**config.mk**
```make
export PLATFORM = sky130hd
export DESIGN_NAME = pg2_cla_flat
export DESIGN_NICKNAME = d
export VERILOG_FILES = /design/src/rtl/pg2_cla_if.sv /design/src/rtl/pg2_cla.sv /design/src/flat_wrapper.sv
export SDC_FILE = /design/constraint.sdc
export NUM_CORES = 1
export LEC_CHECK = 0
export ABC_AREA = 1
export CAP_MARGIN = 0
export CORE_AREA = 2 2 39 41
export DETAILED_ROUTE_END_ITERATION = 10
export DIE_AREA = 0 0 41 43
export GPL_TIMING_DRIVEN = 0
export PLACE_DENSITY_LB_ADDON = 0.12
export REMOVE_ABC_BUFFERS = 1
export SYNTH_ARGS = -nofsm -noshare
export SYNTH_HDL_FRONTEND = slang
export SYNTH_SLANG_ARGS = --single-unit
```
**constraint.sdc**
```tcl
create_clock -name clk -period 1.3 [get_ports clk]
set_clock_uncertainty 0.15 [all_clocks]
set_input_delay 0.195 -clock clk [delete_from_list [all_inputs] [get_ports clk]]
set_output_delay 0.195 -clock clk [all_outputs]
set_load 0.005 [all_outputs]
```
**src/rtl/pg2_cla_if.sv**
```systemverilog
// Signal bundle for the two-bit lookahead unit: per-bit p/g and carry-in
// toward the unit, combinational and registered lookahead terms back.
interface pg2_cla_if;
    logic       cin;
    logic [1:0] p;
    logic [1:0] g;
    logic [2:1] c;
    logic       gg;
    logic       pg;
    logic [2:1] c_q;
    logic       gg_q;
    logic       pg_q;

    // No valid/ready: inputs are sampled every cycle and outputs are always valid.
    modport master (
        output cin, p, g,
        input  c, gg, pg, c_q, gg_q, pg_q
    );

    modport slave (
        input  cin, p, g,
        output c, gg, pg, c_q, gg_q, pg_q
    );
endinterface

```
**src/rtl/pg2_cla.sv**
```systemverilog
// Two-bit carry-lookahead cell: flat AND-OR carries and group p/g terms,
// plus a free-running register stage for pipelined adder builds.
module pg2_cla (
    input  logic     clk,
    input  logic     rst,
    pg2_cla_if.slave bus
);
    logic [2:1] c;
    logic       gg;
    logic       pg;

    // Carries are flattened to two gate levels rather than rippled.
    assign c[1] = bus.g[0] | (bus.p[0] & bus.cin);
    assign c[2] = bus.g[1] | (bus.p[1] & bus.g[0]) | (bus.p[1] & bus.p[0] & bus.cin);
    assign gg   = bus.g[1] | (bus.p[1] & bus.g[0]);
    assign pg   = bus.p[1] & bus.p[0];

    assign bus.c  = c;
    assign bus.gg = gg;
    assign bus.pg = pg;

    always_ff @(posedge clk or posedge rst) begin
        if (rst) begin
            bus.c_q  <= 2'b00;
            bus.gg_q <= 1'b0;
            bus.pg_q <= 1'b0;
        end else begin
            bus.c_q  <= c;
            bus.gg_q <= gg;
            bus.pg_q <= pg;
        end
    end
endmodule

```
**src/flat_wrapper.sv**
```systemverilog
// flat-port wrapper written by rule: the top's interface ports become plain ports
module pg2_cla_flat 
  (clk, rst, bus_cin, bus_p, bus_g, bus_c, bus_gg, bus_pg, bus_c_q, bus_gg_q, bus_pg_q);
  pg2_cla_if bus_i ();
  input  logic clk;
  input  logic rst;
  input wire logic [$bits(bus_i.cin)-1:0] bus_cin;
  input wire logic [$bits(bus_i.p)-1:0] bus_p;
  input wire logic [$bits(bus_i.g)-1:0] bus_g;
  output wire logic [$bits(bus_i.c)-1:0] bus_c;
  output wire logic [$bits(bus_i.gg)-1:0] bus_gg;
  output wire logic [$bits(bus_i.pg)-1:0] bus_pg;
  output wire logic [$bits(bus_i.c_q)-1:0] bus_c_q;
  output wire logic [$bits(bus_i.gg_q)-1:0] bus_gg_q;
  output wire logic [$bits(bus_i.pg_q)-1:0] bus_pg_q;
  assign bus_i.cin = bus_cin;
  assign bus_i.p = bus_p;
  assign bus_i.g = bus_g;
  assign bus_c = bus_i.c;
  assign bus_gg = bus_i.gg;
  assign bus_pg = bus_i.pg;
  assign bus_c_q = bus_i.c_q;
  assign bus_gg_q = bus_i.gg_q;
  assign bus_pg_q = bus_i.pg_q;
  pg2_cla u_core (.clk(clk), .rst(rst), .bus(bus_i));
endmodule
```
# After elaboration in Yosys (flattened, before gate mapping)
# Cells that the tools add are included.
[word_totals] reg_bits=4 latch_bits=0 ram_bits=0 rom_bits=0 elab_cells=10 mem_count=0
[classes] add_sub_neg=0 multipliers=0 n_div=0 magnitude_cmp=0 n_eq_ne=0 n_shift=0 mux=0 bitwise_logic=7 reduce_logical=0
[ops] operator="$and 1x1->1" count=4
[ops] operator="$or 1x1->1" count=3

# Logic depth before layout (Yosys ltp)
[depth] ltp_word=3 ltp_mapped=2 ltp_nobuf=2

# Worst setup path before layout
# No wires, ideal clock.
[synth_timing] path_kind="input -> output" from="input port bus_cin" to="output port bus_c[0]" arrival_time_ps=368 slack_ps=587 cell_stages=1 n_path_buf=0 path_cell_list="a21o_1"
[synth_between] elab_chain_len=2
[synth_rtl] item="start: declaration" line="flat_wrapper.sv:7" text="input wire logic [$bits(bus_i.cin)-1:0] bus_cin;"
[synth_rtl] item="$and 1x1->1" line="pg2_cla.sv:13" text="assign c[1] = bus.g[0] | (bus.p[0] & bus.cin);"
[synth_rtl] item="$or 1x1->1" line="pg2_cla.sv:13"
[synth_rtl] item="end: declaration" line="flat_wrapper.sv:10" text="output wire logic [$bits(bus_i.c)-1:0] bus_c;"
# Every way passes these cells.

# Worst setup path in the final report
[layout_timing] from="input port bus_g[1]" to="output port bus_c[1]"
[layout_between] elab_chain_len=2
[layout_rtl] item="start: declaration" line="flat_wrapper.sv:9" text="input wire logic [$bits(bus_i.g)-1:0] bus_g;"
[layout_rtl] item="$or 1x1->1 (2 in series)" line="pg2_cla.sv:14" text="assign c[2] = bus.g[1] | (bus.p[1] & bus.g[0]) | (bus.p[1] & bus.p[0] & bus.cin);"
# Every way passes these cells.

==> metrics.md <==
| Metric | Value |
|---|---|
| Number of buffers created by CTS | `3` |
| Worst Path Required | `0.95 ns` |
| Compound-Gate Fraction of Synth Area | `5.36%` |
| Critical Path Fanout Max | `2` |
| Hold depth | `4` |
| GPL Wtd Cong | `0.593` |
| Hold_ws | `0.197 ns` |
| Cell breakdown of the critical path | `clkdlybuf4s50_1, inv_1, nand3_2, buf_2` |
| ANT nets after route | `0` |
| Syn_area_per_cell | `around 11 um2` |
| Clk slew on worst S/H paths | `roughly 0.030 ns` |
| XOR/XNOR Fraction of Synth Area | `0%` |
| Post-route minimum period | `approximately 1.2 ns` |
| HPWL after detailed placement | `279 um` |
| Number of DRC markers in iteration 0 | `1` |
| Row count | `14` |
| Fmax | `0.818 GHz` |
| Longest Clk Path Bufs | `2` |
| Die area | `~0.0018 mm2` |
| Worst Hold Class | `primary input to flip-flop` |
| Fin cells | `50` |
| Slew Viols, Final | `0` |
| Mapped Area | `approximately 140 um2` |
| Switching part of the total | `20.2%` |
| CP bufs+invs | `3` |
| Vias in the first global route | `125` |
| Adder-Cell Fraction of Synth Area | `0%` |
| Util after Layout | `around a quarter` |
| Gate power share | `17.8%` |
| Starting density of the core | `between 10% and 20%` |
| Die Ht | `43 um` |
| Area Overhead vs Synth | `145%` |
| Crit-path max cell delay | `roughly 0.45 ns` |
| First-pass GRT wire length | `just under 500 um` |
| Top-level I/O count | `15` |
| Critical path depth in cells | `4` |
| RSZ-0062 raised after global routing | `no` |
| Seq pwr share | `between 30% and 40%` |
| Setup crit end kind | `output port` |
| Flops & latches, synth | `4` |
| Worst-Margin Slew | `about 0.14 ns` |
| Cells after synthesis | `13` |
| Placed cell count | `43` |
| Initial antenna violation count | `0` |
| PortBufs | `14` |
| CTS Sinks | `4` |
| Routed via count | `153` |
| Nets@finish | `43` |
| Hold Path Origin | `bus_cin` |
| Final WS setup | `between 0.07 and 0.08 ns` |
| Largest net degree at the start of global routing | `5` |
| Ratio of cells with drive above 1 in the final layout | `32.4%` |
| Startpoint types | `primary input` |
| CTS root buffer | `clkbuf_4` |
| Outcome | `complete, no violations` |
| Commonest non-fill, non-tap cells in the layout | `8 x dlygate4sd2_1, 4 x dfrtp_1` |
| Final worst-path cycle share | `between 90% and 100%` |
| Most common cell after layout, fill and taps aside | `dlygate4sd2_1` |
| Net Switching | `0.0696 mW` |
| CP max-delay cell | `clkdlybuf4s50_1` |
| Max-cap violations | `0` |
| CTS tree | `built` |
| DR DRC count | `0` |
| Final TNS setup | `0 ns` |
| CP Data Arrival Time | `0.88 ns` |
| CTS H-tree lvls | `1` |
| Sequential area share after synthesis | `71.4%` |
| Yosys warning total | `0` |
| CP delay by family, top | `buffers and inverters` |
| Max_slew headroom | `90.5%` |
| Power share of the clock group | `a little over two fifths` |
| Die Width | `between 40 and 50 um` |
| Setup Slack @ Placement | `-0.437 ns` |
| Leakage | `0.190 nW` |
| Final setup viols | `0` |
| Synth cell types | `5` |
| Via density | `3.06` |
| Crit path kind | `primary input to output port` |
| Mux contribution to synthesized area | `0%` |
| N_diodes | `0` |
| Simple-Gate Fraction of Synth Area | `15.2%` |
| Hold EP | `u_core.bus.c_q[2]` |
| Internal power | `~0.27 mW` |
| Gr usage total | `between 5 and 6%` |
| Pwr per Cell Area | `1000 mW/mm2` |
| Core area | `around 0.0014 mm2` |
| Main combinational cell family by area after synthesis | `simple AND/OR/NAND/NOR gates` |
| Routed WL per cell | `7.16 um` |
| Drt first pass iters | `2` |
| Final Hold Fails | `0` |
| Post-Route WL | `358 um` |
| Peak VDD IR | `0.211 mV` |
| GR Overflow Total | `0` |
## area by class of cell
type,count,area [um2]
clock buffer,3,22.5
fill,159,1040
inverter,3,11.3
multi-input combinational,6,38.8
sequential,4,100
tap,16,20.0
timing repair buffer,18,150
## flip-flops by register name, summed over array words and instances (netlist names)
| register | count |
|---|---|
| u_core.bus.pg_q | 1 |
| u_core.bus.c_q | 2 |
| u_core.bus.gg_q | 1 |
## stage by stage
stage          instance area [um2]  total power, mW
3_5_place_dp                   300            0.202
6_report                       343            0.344
4_1_cts                        328            0.353
3_3_place_gp                   300            0.202
2_1_floorplan                  140            0.150
5_1_grt                        343            0.374
## power by group through the flow
stage / clock network, mW / logic, mW / registers [mW]
CTS: 0.160 / 0.0590 / 0.134
finish: 0.148 / 0.0613 / 0.134
detailed placement: 0 / 0.0659 / 0.136
floorplan: 0 / 0.0121 / 0.138
global route: 0.171 / 0.0685 / 0.134
global placement: 0 / 0.0658 / 0.136
## per-layer routing
metal | up-vias | GRT usage [%] | wire length [um]
met1 | 61 | 5.56 | 123
met2 | 10 | 5.00 | 189
met4 | 0 | 12.0 | 0
li1 | 82 | - | -
met5 | - | 0 | 0
met3 | 0 | 0 | 45
## kinds of logic (layout without fill, tap and decap cells)
group,count (synthesis),after routing
AO/OA/AOI/OAI,1,1
flip-flops,4,4
AND/OR/NAND/NOR,5,5
buffers and inverters,3,24
## tightest hold or removal path, cell delays in order
cell and delay [ns]:
dlymetal6s2s_1 0.12, nand3_2 0.07, nand3_2 0.07, buf_4 0.09
## Yosys cell counts
cell / n / area (um2)
a21o_1: 1 / 7.51
dfrtp_1: 4 / 100
inv_1: 3 / 11.3
nand2_1: 3 / 11.3
nand3_1: 2 / 10.0
## worst max-delay path by stage
stage             start        to
2_1_floorplan   bus_cin  bus_c[0]
3_3_place_gp   bus_p[1]  bus_c[1]
3_5_place_dp   bus_p[0]  bus_c[1]
4_1_cts         bus_cin  bus_c[1]
5_1_grt        bus_g[1]  bus_c[1]
6_report       bus_g[1]  bus_c[1]
## timing repair
| action | CTS | global route |
|---|---|---|
| gates resized for setup | 21 | 2 |
| hold endpoints to repair | 4 | 0 |
| setup endpoints to repair | 8 | 1 |
| pin swaps | 4 | 0 |
| setup buffers | 2 | 1 |
| hold buffers | 1 | 0 |
(Power assumes the default switching activity.)
==> RTL edit (config.mk and constraints unchanged) <==
Reset style: synchronous (`rst`), changed in one clocked block.
--- a/src/rtl/pg2_cla.sv
+++ b/src/rtl/pg2_cla.sv
@@ -19,7 +19,7 @@
     assign bus.gg = gg;
     assign bus.pg = pg;
 
-    always_ff @(posedge clk or posedge rst) begin
+    always_ff @(posedge clk) begin
         if (rst) begin
             bus.c_q  <= 2'b00;
             bus.gg_q <= 1'b0;
Behaviour: differs if rst is asserted again (counterexample within 4 cycles, from zero or initial values and one cycle with rst high); with rst held inactive, the same outputs for 10 cycles.
==> RTL edit against the unedited design <==
Routed wire length increased by 17%. Sequential cell count did not move. Global-route usage increased by 0.97 points. Setup slack better by 12 ps. Power grew 1.6%. Area after synthesis grew 5.4%. Cell area grew 4.7%. First-iteration DRC count did not move. Combinational power increased by 15%. Critical endpoint is now bus_gg.
==> RTL edit: results (changes against the unedited design) <==
* Status: finished, final reports clean (unchanged)
* Routability-driven placement congestion ratio: 0.615 (was 0.593)
* Most common library cells after synthesis: 5 x sky130_fd_sc_hd__inv_1, 4 x sky130_fd_sc_hd__dfxtp_1, 4 x sky130_fd_sc_hd__nand2_1, 3 x sky130_fd_sc_hd__nor2_1, 2 x sky130_fd_sc_hd__a21oi_1 (was 4 x sky130_fd_sc_hd__dfrtp_1, 3 x sky130_fd_sc_hd__inv_1, 3 x sky130_fd_sc_hd__nand2_1, 2 x sky130_fd_sc_hd__nand3_1, 1 x sky130_fd_sc_hd__a21o_1)
- N_diodes: 0 (unchanged)
- The number of antenna violations at the first check in global routing is 0 (unchanged).
* Filler Cell Count: 158 (was 159)
- Gr ovfl total: 0 (unchanged)
* Ratio of routed vias to standard cells: 3.42 (was 3.06)
* Initial drt markers: 1 (unchanged)
- The most used flip-flop cell after synthesis was sky130_fd_sc_hd__dfxtp_1 (was sky130_fd_sc_hd__dfrtp_1).
- Wire length of the first global-routing pass: 655 µm (was 496 µm)
- The post-detailed-route wirelength per cell was 7.37 µm (was 7.16 µm).
- The post-synthesis async set-or-reset flop share was 0% (was 100%).
* Number of warnings printed during yosys synthesis: 0 (unchanged)
- The distinct cell type count after synthesis came to 7 (was 5).
- The sequential fraction of the synthesis area is 54.2% (was 71.4%).
- The worst hold path startpoint is bus_g[1] (was bus_cin).
- The reported leakage power is 0.000195 µW (was 0.000190 µW).
* Worst IR drop on VDD: 0.236 mV (was 0.211 mV)
- The slew of the pin with the lowest slew margin came to 151 ps (was 142 ps).
* Cell types with the largest area share after synthesis: sky130_fd_sc_hd__dfxtp_1 54%, sky130_fd_sc_hd__inv_1 13%, sky130_fd_sc_hd__nand2_1 10% (was sky130_fd_sc_hd__dfrtp_1 71%, sky130_fd_sc_hd__inv_1 8.0%, sky130_fd_sc_hd__nand2_1 8.0%)
* Clk slew on worst S/H paths: 30 ps (about the same)
- Start point of the critical path: bus_g[0] (was bus_g[1])
- The cell area after placement was 308 µm² (was 300 µm²).
- The end of the critical path is bus_gg (was bus_c[1]).
- HPWL after detailed placement: 322 µm (was 279 µm)
* Sink of the worst hold path: u_core.bus.gg_q (was u_core.bus.c_q[2])
* Compound-gate portion of the synthesized area: 6.78% (was 5.36%)
- NumNets Final: 50 (was 43)
- Ratio of cells with drive above 1 in the final layout: 34.1% (was 32.4%)
* Global router's overall resource usage: 6.11% (was 5.15%)
* Vias in the first global route: 190 (was 125)
RTL edit: repair_timing:
action / CTS / global route
gates resized for setup: 17 / 5
gates cloned: 0 / 0
pin swaps: 3 / 2
setup endpoints to repair: 8 / 1
buffers inserted: 4 / 0
RTL edit: cell families (layout without fill, tap and decap cells):
| family | count (synthesis) | after routing |
|---|---|---|
| DFF | 4 | 4 |
| buffers and inverters | 5 | 26 |
| and+or+nand+nor | 9 | 9 |
| AOI/OAI and AO/OA | 2 | 2 |
RTL edit: layer usage:
metal / routed length, µm / vias to the layer above / global-route usage, %
met5: 0 / - / 0
met2: 197 / 11 / 6.88
li1: - / 101 / -
met1: 174 / 83 / 6.39
met4: 0 / 0 / 10.0
met3: 48 / 0 / 2.09
RTL edit: per-stage QoR:
stage,setup slack (ps),instances,total power [µW],hold slack (ps)
after global placement,-496,50,206,654
after global routing,64.4,57,373,243
after CTS,-10.4,57,355,222
after detailed placement,-492,50,206,664
after floorplan,447,20,153,114
final,89.7,57,349,232
RTL edit: area by class of cell:
class,count,area (µm²),area share [%]
Clock buffer,3,22.5,6.27
Inverter,5,18.8,5.23
Multi-Input combinational cell,11,66.3,18.5
Sequential cell,4,80.1,22.3
Tap cell,16,20.0,5.57
Timing Repair Buffer,18,151,42.2
RTL edit: power breakdown:
| part | leakage (µW) | internal [µW] | switching [µW] | total, µW |
|---|---|---|---|---|
| clock | 0.0000138 | 103 | 43.2 | 146 |
| sequential | 0.0000334 | 131 | 1.32 | 132 |
| combinational | 0.000148 | 41.0 | 29.8 | 70.8 |
RTL edit: critical path, cell delays in order:
cell	delay, ps
sky130_fd_sc_hd__dlygate4sd2_1	250
sky130_fd_sc_hd__nand2_2	80
sky130_fd_sc_hd__nand2_2	70
sky130_fd_sc_hd__dlygate4sd2_1	270
